===== src/rtl/multi_biterr_counter.sv =====
// Multi-channel gated bit-error counter: per-channel counts over a shared interval,
// snapshotted together at the terminal cycle, with registered channel-select readout.
module multi_biterr_counter #(
  parameter int unsigned NCH            = 8,
  parameter int unsigned CNT_WIDTH      = 25,
  parameter int unsigned INTERVAL_WIDTH = 24,
  parameter string       MODE           = "FREE",
  localparam int unsigned SEL_WIDTH     = (NCH > 1) ? $clog2(NCH) : 1
) (
  input  logic                      clk,
  input  logic                      rst_n,
  input  logic [NCH-1:0]            err_i,
  input  logic [INTERVAL_WIDTH-1:0] interval_i,
  input  logic                      interval_load_i,
  input  logic [SEL_WIDTH-1:0]      sel_i,
  output logic [CNT_WIDTH-1:0]      count_o,
  output logic                      sat_o,
  output logic                      valid_o,
  input  logic                      ack_i
);

  localparam bit                   ACK_MODE = (MODE == "ACKNOWLEDGE");
  localparam logic [CNT_WIDTH-1:0] CNT_MAX  = '1;

  typedef enum logic [1:0] {
    ST_IDLE = 2'd0,
    ST_RUN  = 2'd1,
    ST_HOLD = 2'd2
  } state_t;

  state_t                    state_q, state_d;
  logic [INTERVAL_WIDTH-1:0] interval_q;
  logic [INTERVAL_WIDTH-1:0] timer_q, timer_d;
  logic                      valid_d;
  logic                      cnt_clr_c, cnt_en_c, snap_en_c, tc_c;

  logic [CNT_WIDTH-1:0] cnt_q     [NCH];
  logic [CNT_WIDTH-1:0] cnt_inc_c [NCH];
  logic [CNT_WIDTH-1:0] snap_q    [NCH];
  logic [NCH-1:0]       sat_q;
  logic [CNT_WIDTH-1:0] rd_cnt_c;
  logic                 rd_sat_c;

  // State register
  always_ff @(posedge clk or negedge rst_n) begin
    if (!rst_n) begin
      state_q <= ST_IDLE;
    end else begin
      state_q <= state_d;
    end
  end

  // Gate control: a load overrides every other event, including tc and ack
  always_comb begin
    state_d   = state_q;
    timer_d   = timer_q;
    cnt_clr_c = 1'b0;
    cnt_en_c  = 1'b0;
    snap_en_c = 1'b0;
    valid_d   = 1'b0;
    tc_c      = (state_q == ST_RUN) && (timer_q == interval_q - INTERVAL_WIDTH'(1));
    if (interval_load_i) begin
      state_d   = (interval_i == '0) ? ST_IDLE : ST_RUN;
      timer_d   = '0;
      cnt_clr_c = 1'b1;
    end else begin
      case (state_q)
        ST_IDLE: begin
          timer_d = '0;
        end
        ST_RUN: begin
          if (tc_c) begin
            timer_d   = '0;
            cnt_clr_c = 1'b1;
            snap_en_c = 1'b1;
            valid_d   = 1'b1;
            if (ACK_MODE) state_d = ST_HOLD;
          end else begin
            timer_d  = timer_q + INTERVAL_WIDTH'(1);
            cnt_en_c = 1'b1;
          end
        end
        ST_HOLD: begin
          if (ack_i) begin
            state_d = ST_RUN;
          end else begin
            valid_d = 1'b1;
          end
        end
        default: begin
          state_d = ST_IDLE;
          timer_d = '0;
        end
      endcase
    end
  end

  // Saturating increment per channel
  always_comb begin
    for (int unsigned i = 0; i < NCH; i++) begin
      cnt_inc_c[i] = (cnt_q[i] == CNT_MAX) ? cnt_q[i] : cnt_q[i] + CNT_WIDTH'(err_i[i]);
    end
  end

  // Readout mux; selects beyond the last channel read as zero
  always_comb begin
    rd_cnt_c = '0;
    rd_sat_c = 1'b0;
    for (int unsigned i = 0; i < NCH; i++) begin
      if (sel_i == SEL_WIDTH'(i)) begin
        rd_cnt_c = snap_q[i];
        rd_sat_c = sat_q[i];
      end
    end
  end

  always_ff @(posedge clk or negedge rst_n) begin
    if (!rst_n) begin
      interval_q <= '0;
      timer_q    <= '0;
      valid_o    <= 1'b0;
      count_o    <= '0;
      sat_o      <= 1'b0;
      sat_q      <= '0;
      for (int unsigned i = 0; i < NCH; i++) begin
        cnt_q[i]  <= '0;
        snap_q[i] <= '0;
      end
    end else begin
      if (interval_load_i) interval_q <= interval_i;
      timer_q <= timer_d;
      valid_o <= valid_d;
      count_o <= rd_cnt_c;
      sat_o   <= rd_sat_c;
      for (int unsigned i = 0; i < NCH; i++) begin
        if (cnt_clr_c) begin
          cnt_q[i] <= '0;
        end else if (cnt_en_c) begin
          cnt_q[i] <= cnt_inc_c[i];
        end
        if (snap_en_c) begin
          snap_q[i] <= cnt_inc_c[i];
          sat_q[i]  <= (cnt_inc_c[i] == CNT_MAX);
        end
      end
    end
  end

endmodule

===== config.mk =====
export PLATFORM = sky130hd
export DESIGN_NAME = multi_biterr_counter
export DESIGN_NICKNAME = d
export VERILOG_FILES = /design/src/rtl/multi_biterr_counter.sv
export SDC_FILE = /design/constraint.sdc
export NUM_CORES = 1
export LEC_CHECK = 0
export BUFFER_PORTS_ARGS = -buffer_cell sky130_fd_sc_hd__buf_2
export CORE_MARGIN = 4
export CORE_UTILIZATION = 30
export DETAILED_ROUTE_END_ITERATION = 12
export PLACE_DENSITY = 0.41
export SLEW_MARGIN = 20
export SYNTH_ARGS = -nofsm -noshare
export SYNTH_HDL_FRONTEND = slang
export SYNTH_SLANG_ARGS = --single-unit

===== constraint.sdc =====
create_clock -name clk -period 3.9 [get_ports clk]
set_input_delay 0.78 -clock clk [delete_from_list [all_inputs] [get_ports clk]]
set_output_delay 0.78 -clock clk [all_outputs]
set_load 0.1 [all_outputs]

==> run_results.csv, run 1 <==
group,metric,value,unit
placement,detailed_place_hpwl,63.8,mm
route,drc,0,
placement,placed_area,29300,um2
logic_synthesis,synth_fp_nets,2832,
route,via_per_inst,5.22,
cts,cts.sinks,484,
die,pin_count,66,
die,core,90000,um2
route,num_vias,21200,
die,die_w,309,um
logic_synthesis,syn_avg_cell_area,9.80,um2
timing,skew,34.9,ps
logic_synthesis,ys_seq_area_frac,0.445,
logic_synthesis,synth_seq_cells,484,
placement,io_buffers,64,
setup_path,path_buf_inv,4,
cts,cts_tree,"built",
setup_path,cp-end-kind,"register",
setup_path,critPathRequiredTime,4410,ps
timing,final-hold-violation-count,0,
route,drt_first_pass_iters,5,
cts,cts_root_buf,"clkbuf_16",
timing,max_freq,263,MHz
final_layout,drive_gt1_frac,0.155,
logic_synthesis,yosysWarnings,0,
logic_synthesis,syn_area,27200,um2
pwr,cellInternalPower,9.10,mW
setup_path,crit_family,"simple AND/OR/NAND/NOR gates",
setup_path,critPathMaxStageDelay,590,ps
min_path,min_path_type,"input pin to asynchronous set/reset pin",
setup_path,crit_path_max_fanout,19,
cts,h-tree-depth,2,
route,ant_nets,0,
pwr,switching_power,2.90,mW
timing,slew_violations,0,
global_route,grt_use_total,0.181,
final_layout,nets,2884,
timing,fin_tns_setup,0,ps
setup_path,crit_start,"interval_q[8]$_DFFE_PN0P_",
timing,finalCritPeriodShare,0.975,
global_route,grt_antenna_before_repair,3,
pwr,pwr-share-seq,0.429,
die,rows,110,
timing,tightest_slew,1060,ps
flow_run,max_cap_viol_count,0,
setup_path,worstSetupPathType,"register to register",
setup_path,crit_chain,"or4_4 -> or4_4 -> buf_4 -> nor2_2 -> a41o_1 -> o22ai_1 -> or4_4 -> nor2_4 -> buf_12 -> buf_12 -> buf_12 -> mux2_2",
cts,clock_path_buffers,3,
final_layout,final_common_cell,"dfrtp_1",
final_layout,area_delta_synth_final,16.4,%
timing,fin_crit,3800,ps
pwr,switching_share,0.242,
pwr,combPwrFrac,0.063,
route,drt_wl_total,87.0,mm
timing,slew_headroom,0.295,
global_route,grt_pass1_wl,133,mm
logic_synthesis,synth_cells,2775,
logic_synthesis,synth.distinct_cells,78,
setup_path,critPathLaunchType,"register",
pwr,vdd_drop_max,308,uV
pwr,power_density,379,nW/um2
final_layout,final_cell_mix,"dfrtp_1, nor2_1, nand2_1, xor2_1, xnor2_1",
cts,cts-buffers-inserted,61,
global_route,grt_max_degree,84,
timing,setup_viol,0,
pwr,pwr-share-clk,0.509,
cts,clk_pin_slew,60,ps
setup_path,cp_slowest_cell,"or4_4",
global_route,globalRouteOverflowTotal,0,
final_layout,final_util,0.352,
die,initial_core_util,0.302,
route,drt_first_iter_violations,1615,
global_route,grt_pass1_vias,21000,
placement,gp_congestion,0.859,
logic_synthesis,synth_edf_count,0,
logic_synthesis,async_flop_share,1.00,
cts,clock_latency,650,ps
setup_path,r2r_start,"interval_q[8]$_DFFE_PN0P_",
setup_path,cp.arrival,4310,ps
timing,rsz0062_at_grt,"false",
die,dieArea,95500,um2
logic_synthesis,synth_ff_type,"dfrtp_1",
route,routedWlPerCell,21.4,um
outcome,status,"complete, no violations",
final_layout,design_area,31700,um2
pwr,p_leak,13.7,nW
die,die_h,309,um
[worst reg2reg max path: stages, from the launching register on]
cell,delay (ps)
dfrtp_1,370
or4_4,590
or4_4,590
buf_4,170
nor2_2,120
a41o_1,180
o22ai_1,100
or4_4,530
nor2_4,230
buf_12,130
buf_12,120
buf_12,170
mux2_2,360
[power groups by stage]
| stage | Sequential, mW | Clock (mW) | Combinational (mW) |
|---|---|---|---|
| detailed placement | 5.23 | 0 | 0.756 |
| global route | 5.15 | 6.49 | 0.824 |
| CTS | 5.14 | 6.29 | 0.759 |
| global placement | 5.23 | 0 | 0.752 |
| finish | 5.14 | 6.11 | 0.752 |
| floorplan | 5.30 | 0 | 0.313 |
[final cells by class]
class	count	area (um2)
diodes	3	7.51
multi-input cells	2042	14100
inverters	46	173
repair buffers	192	1640
flip-flops and latches	484	12100
clock buffers	85	1730
clock inverters	28	430
fillers	9179	58400
well taps	1176	1470
[through the flow]
stage / cells / hold slack (ps) / setup WS, ps / total power, mW
final: 4056 / 144 / 96.1 / 12.0
after global routing: 4053 / 187 / 5.40 / 12.5
after CTS: 4046 / 201 / 22.6 / 12.2
after detailed placement: 3933 / 476 / 33.8 / 5.99
after global placement: 3933 / 470 / 51.7 / 5.98
after floorplan: 2775 / 450 / 384 / 5.61
[flip-flops by register name, indices dropped and copies added, names as in the netlist]
signal,flops
timer_q,24
cnt_q,200
sat_o,1
sat_q,8
interval_q,24
count_o,25
snap_q,200
valid_o,1
state_q,1
[synth_stat cells (55+ instances only)]
library cell,n,area share
nand2_1,232,0.032
dfrtp_1,484,0.45
nand4_1,110,0.025
nor2_1,275,0.038
o21ai_0,122,0.022
nand3_1,126,0.023
mux2_2,97,0.040
xnor2_1,137,0.044
a22o_1,65,0.021
xor2_1,181,0.058
nor3_1,55,0.010
a21oi_1,65,0.012
mux2i_1,63,0.023
clkbuf_1,143,0.020
mux2_1,90,0.037
[metal layers]
layer,share of wire,GRT usage,vias up
met5,0.00026,0,-
met4,0.022,0.0440,4
met3,0.038,0.0242,105
met2,0.46,0.292,368
met1,0.48,0.258,10700
li1,-,-,10000
[what timing repair did]
item	4_1_cts	5_1_grt
hold buffers	0	0
pin swaps	1	6
endpoints found under the setup margin	6	178
gates resized for setup	1	18
buffers inserted	0	7
[kinds of logic after synthesis]
family / synth area share
and+or+nand+nor: 0.197
DFF: 0.445
AOI/OAI and AO/OA: 0.0963
xor gates and xnor gates: 0.102
muxes: 0.111
buffers and inverters: 0.0405
adders and majority gates: 0.00828
[path summary, 6_finish.rpt]
path / to / slack (ps) / cells after the start
worst max register to register: snap_q[21]$_DFFE_PN0P_ / 100 / 12
min in group clk: interval_q[0]$_DFFE_PN0P_ / 380 / 3
worst min register to register: snap_q[121]$_DFFE_PN0P_ / 490 / 1
max in group asynchronous: cnt_q[71]$_DFFE_PN0P_ / 2630 / 2
worst max-delay path: snap_q[21]$_DFFE_PN0P_ / 100 / 12
worst min-delay path: cnt_q[167]$_DFFE_PN0P_ / 140 / 1
No activity file was read; power rests on OpenSTA's default activity.
==> run 2: changes to the inputs <==
--- a/config.mk
+++ b/config.mk
@@ -9,7 +9,7 @@
 export CORE_MARGIN = 4
 export CORE_UTILIZATION = 30
 export DETAILED_ROUTE_END_ITERATION = 12
-export PLACE_DENSITY = 0.41
+export PLACE_DENSITY = 0.43
 export SLEW_MARGIN = 20
 export SYNTH_ARGS = -nofsm -noshare
 export SYNTH_HDL_FRONTEND = slang
==> constraint.sdc (replaced) <==
create_clock -name clk -period 3.3 [get_ports clk]
set_input_delay 0.66 -clock clk [delete_from_list [all_inputs] [get_ports clk]]
set_output_delay 0.66 -clock clk [all_outputs]
set_load 0.1 [all_outputs]
==> run_results.csv, run 2 (synthesis gave the netlist of run 1 again) <==
group,metric,value,unit
cts,clock_path_buffers,3,
final_layout,final_cell_mix,"dfrtp_1, nor2_1, nand2_1, buf_4, xor2_1",
setup_path,crit_path_max_fanout,18,
setup_path,cp-end-kind,"register",
final_layout,final_common_cell,"dfrtp_1",
route,num_vias,21900,
pwr,vdd_drop_max,394,uV
cts,clock_latency,630,ps
global_route,grt_antenna_before_repair,8,
timing,rsz0062_at_grt,"true",
cts,cts_tree,"built",
die,die_h,309,um
die,rows,110,
route,drt_wl_total,90.8,mm
setup_path,critPathRequiredTime,3810,ps
timing,tightest_slew,917,ps
setup_path,cp.arrival,4140,ps
setup_path,critPathMaxStageDelay,590,ps
timing,whs,-0.994,ps
cts,clk_pin_slew,60,ps
cts,h-tree-depth,2,
final_layout,final-instance-count-excl-fill,4211,
outcome,violations,"hold timing, setup timing",
route,routedWlPerCell,21.6,um
placement,post-place-cells,4061,
cts,cts.sinks,484,
pwr,power.total,14.2,mW
global_route,grt_max_degree,69,
timing,max_freq,276,MHz
setup_path,crit_family,"simple AND/OR/NAND/NOR gates",
final_layout,reg_top3,"cnt_q x200, snap_q x200, count_o x25",
cts,hold_buffers,0,
timing,skew,26.8,ps
placement,io_buffers,64,
timing,fin_ws,-329,ps
setup_path,path_buf_inv,4,
timing,slew_violations,0,
route,drc,0,
setup_path,critPathLaunchType,"register",
pwr,p_leak,14.6,nW
setup_path,worstSetupPathType,"register to register",
timing,finalCritPeriodShare,1.10,
global_route,grt_pass1_wl,136,mm
route,via_per_inst,5.21,
timing,final-hold-violation-count,1,
flow_run,max_cap_viol_count,0,
die,die_w,309,um
route,drt_first_pass_iters,5,
final_layout,nets,3040,
final_layout,area_delta_synth_final,23.5,%
min_path,min_path_type,"input pin to asynchronous set/reset pin",
global_route,grt_pass1_vias,21700,
placement,gp_congestion,0.859,
outcome,status,"finished, violations left",
cts,cts_root_buf,"clkbuf_16",
pwr,power_density,424,nW/um2
die,core,90000,um2
setup_path,crit_chain,"or4_4 -> buf_6 -> nor4_4 -> buf_4 -> nand4b_1 -> a211oi_2 -> nand4b_1 -> or4_4 -> nor2_4 -> buf_4 -> buf_12 -> mux2_2",
route,drt_first_iter_violations,1607,
route,ant_nets,0,
placement,detailed_place_hpwl,65.4,mm
die,dieArea,95500,um2
die,initial_core_util,0.302,
global_route,globalRouteOverflowTotal,0,
die,pin_count,66,
timing,fin_crit,3630,ps
cts,cts-buffers-inserted,60,
setup_path,cp_slowest_cell,"or4_4",
final_layout,drive_gt1_frac,0.217,
timing,slew_headroom,0.388,
global_route,grt_use_total,0.185,
timing,setup_viol,431,
run 2: cell type report:
class                   instances  area (um2)
fillers                      9098       56400
multi-input cells            2042       14400
flip-flops and latches        484       12100
repair buffers                349        3270
clock buffers                  81        1740
well taps                    1176        1470
clock inverters                28         392
inverters                      46         173
diodes                          5        12.5
run 2: power by group:
| part | switching, mW | internal, mW | leakage, nW | total, mW |
|---|---|---|---|---|
| Combinational | 0.678 | 0.374 | 7.05 | 1.05 |
| Sequential | 0.0681 | 6.00 | 6.57 | 6.07 |
| Clock | 2.74 | 4.38 | 1.03 | 7.11 |
run 2: stage by stage:
step | worst slack, ps | hold slack (ps) | area [um2] | TNS, ps | util
after floorplan | -43.4 | 364 | 27300 | -3900 | -
after global placement | -321 | 469 | 30500 | -99040 | 0.338
after detailed placement | -402 | 476 | 30500 | -127310 | 0.338
after CTS | -368 | 41.7 | 33100 | -118110 | 0.368
after global routing | -495 | 19.0 | 33600 | -167230 | 0.373
final | -329 | -0.994 | 33600 | -100640 | 0.373
run 2: final timing paths:
| kind | startpoint | endpoint | slack, ps | cells after the start |
|---|---|---|---|---|
| hold / removal | rst_n | cnt_q[182]$_DFFE_PN0P_ | -1 | 1 |
| max in group asynchronous | rst_n | cnt_q[104]$_DFFE_PN0P_ | 2320 | 2 |
| hold reg to reg | snap_q[180]$_DFFE_PN0P_ | snap_q[180]$_DFFE_PN0P_ | 490 | 1 |
| setup / recovery | interval_q[9]$_DFFE_PN0P_ | snap_q[14]$_DFFE_PN0P_ | -330 | 12 |
| min in group clk | interval_i[7] | interval_q[7]$_DFFE_PN0P_ | 300 | 2 |
| setup reg to reg | interval_q[9]$_DFFE_PN0P_ | snap_q[14]$_DFFE_PN0P_ | -330 | 12 |
run 2: worst register-to-register path, cell delays in order, from the launching register on:
cell and delay (ps):
dfrtp_1 380, or4_4 590, buf_6 150, nor4_4 220
buf_4 160, nand4b_1 180, a211oi_2 260, nand4b_1 120
or4_4 560, nor2_4 160, buf_4 210, buf_12 180
mux2_2 360
run 2: per-layer routing:
metal	global-route usage	wire, um	share of wire
met1	0.261	42600	0.47
met2	0.297	41900	0.46
met3	0.0297	4140	0.046
met4	0.0490	2130	0.023
met5	0	26	0.00029
run 2: repair_timing:
item	CTS	global route
endpoints found under the hold margin	0	0
resized for setup	60	54
pin swaps	3	11
cloned	3	8
setup endpoints to repair	432	433
setup buffers	16	14
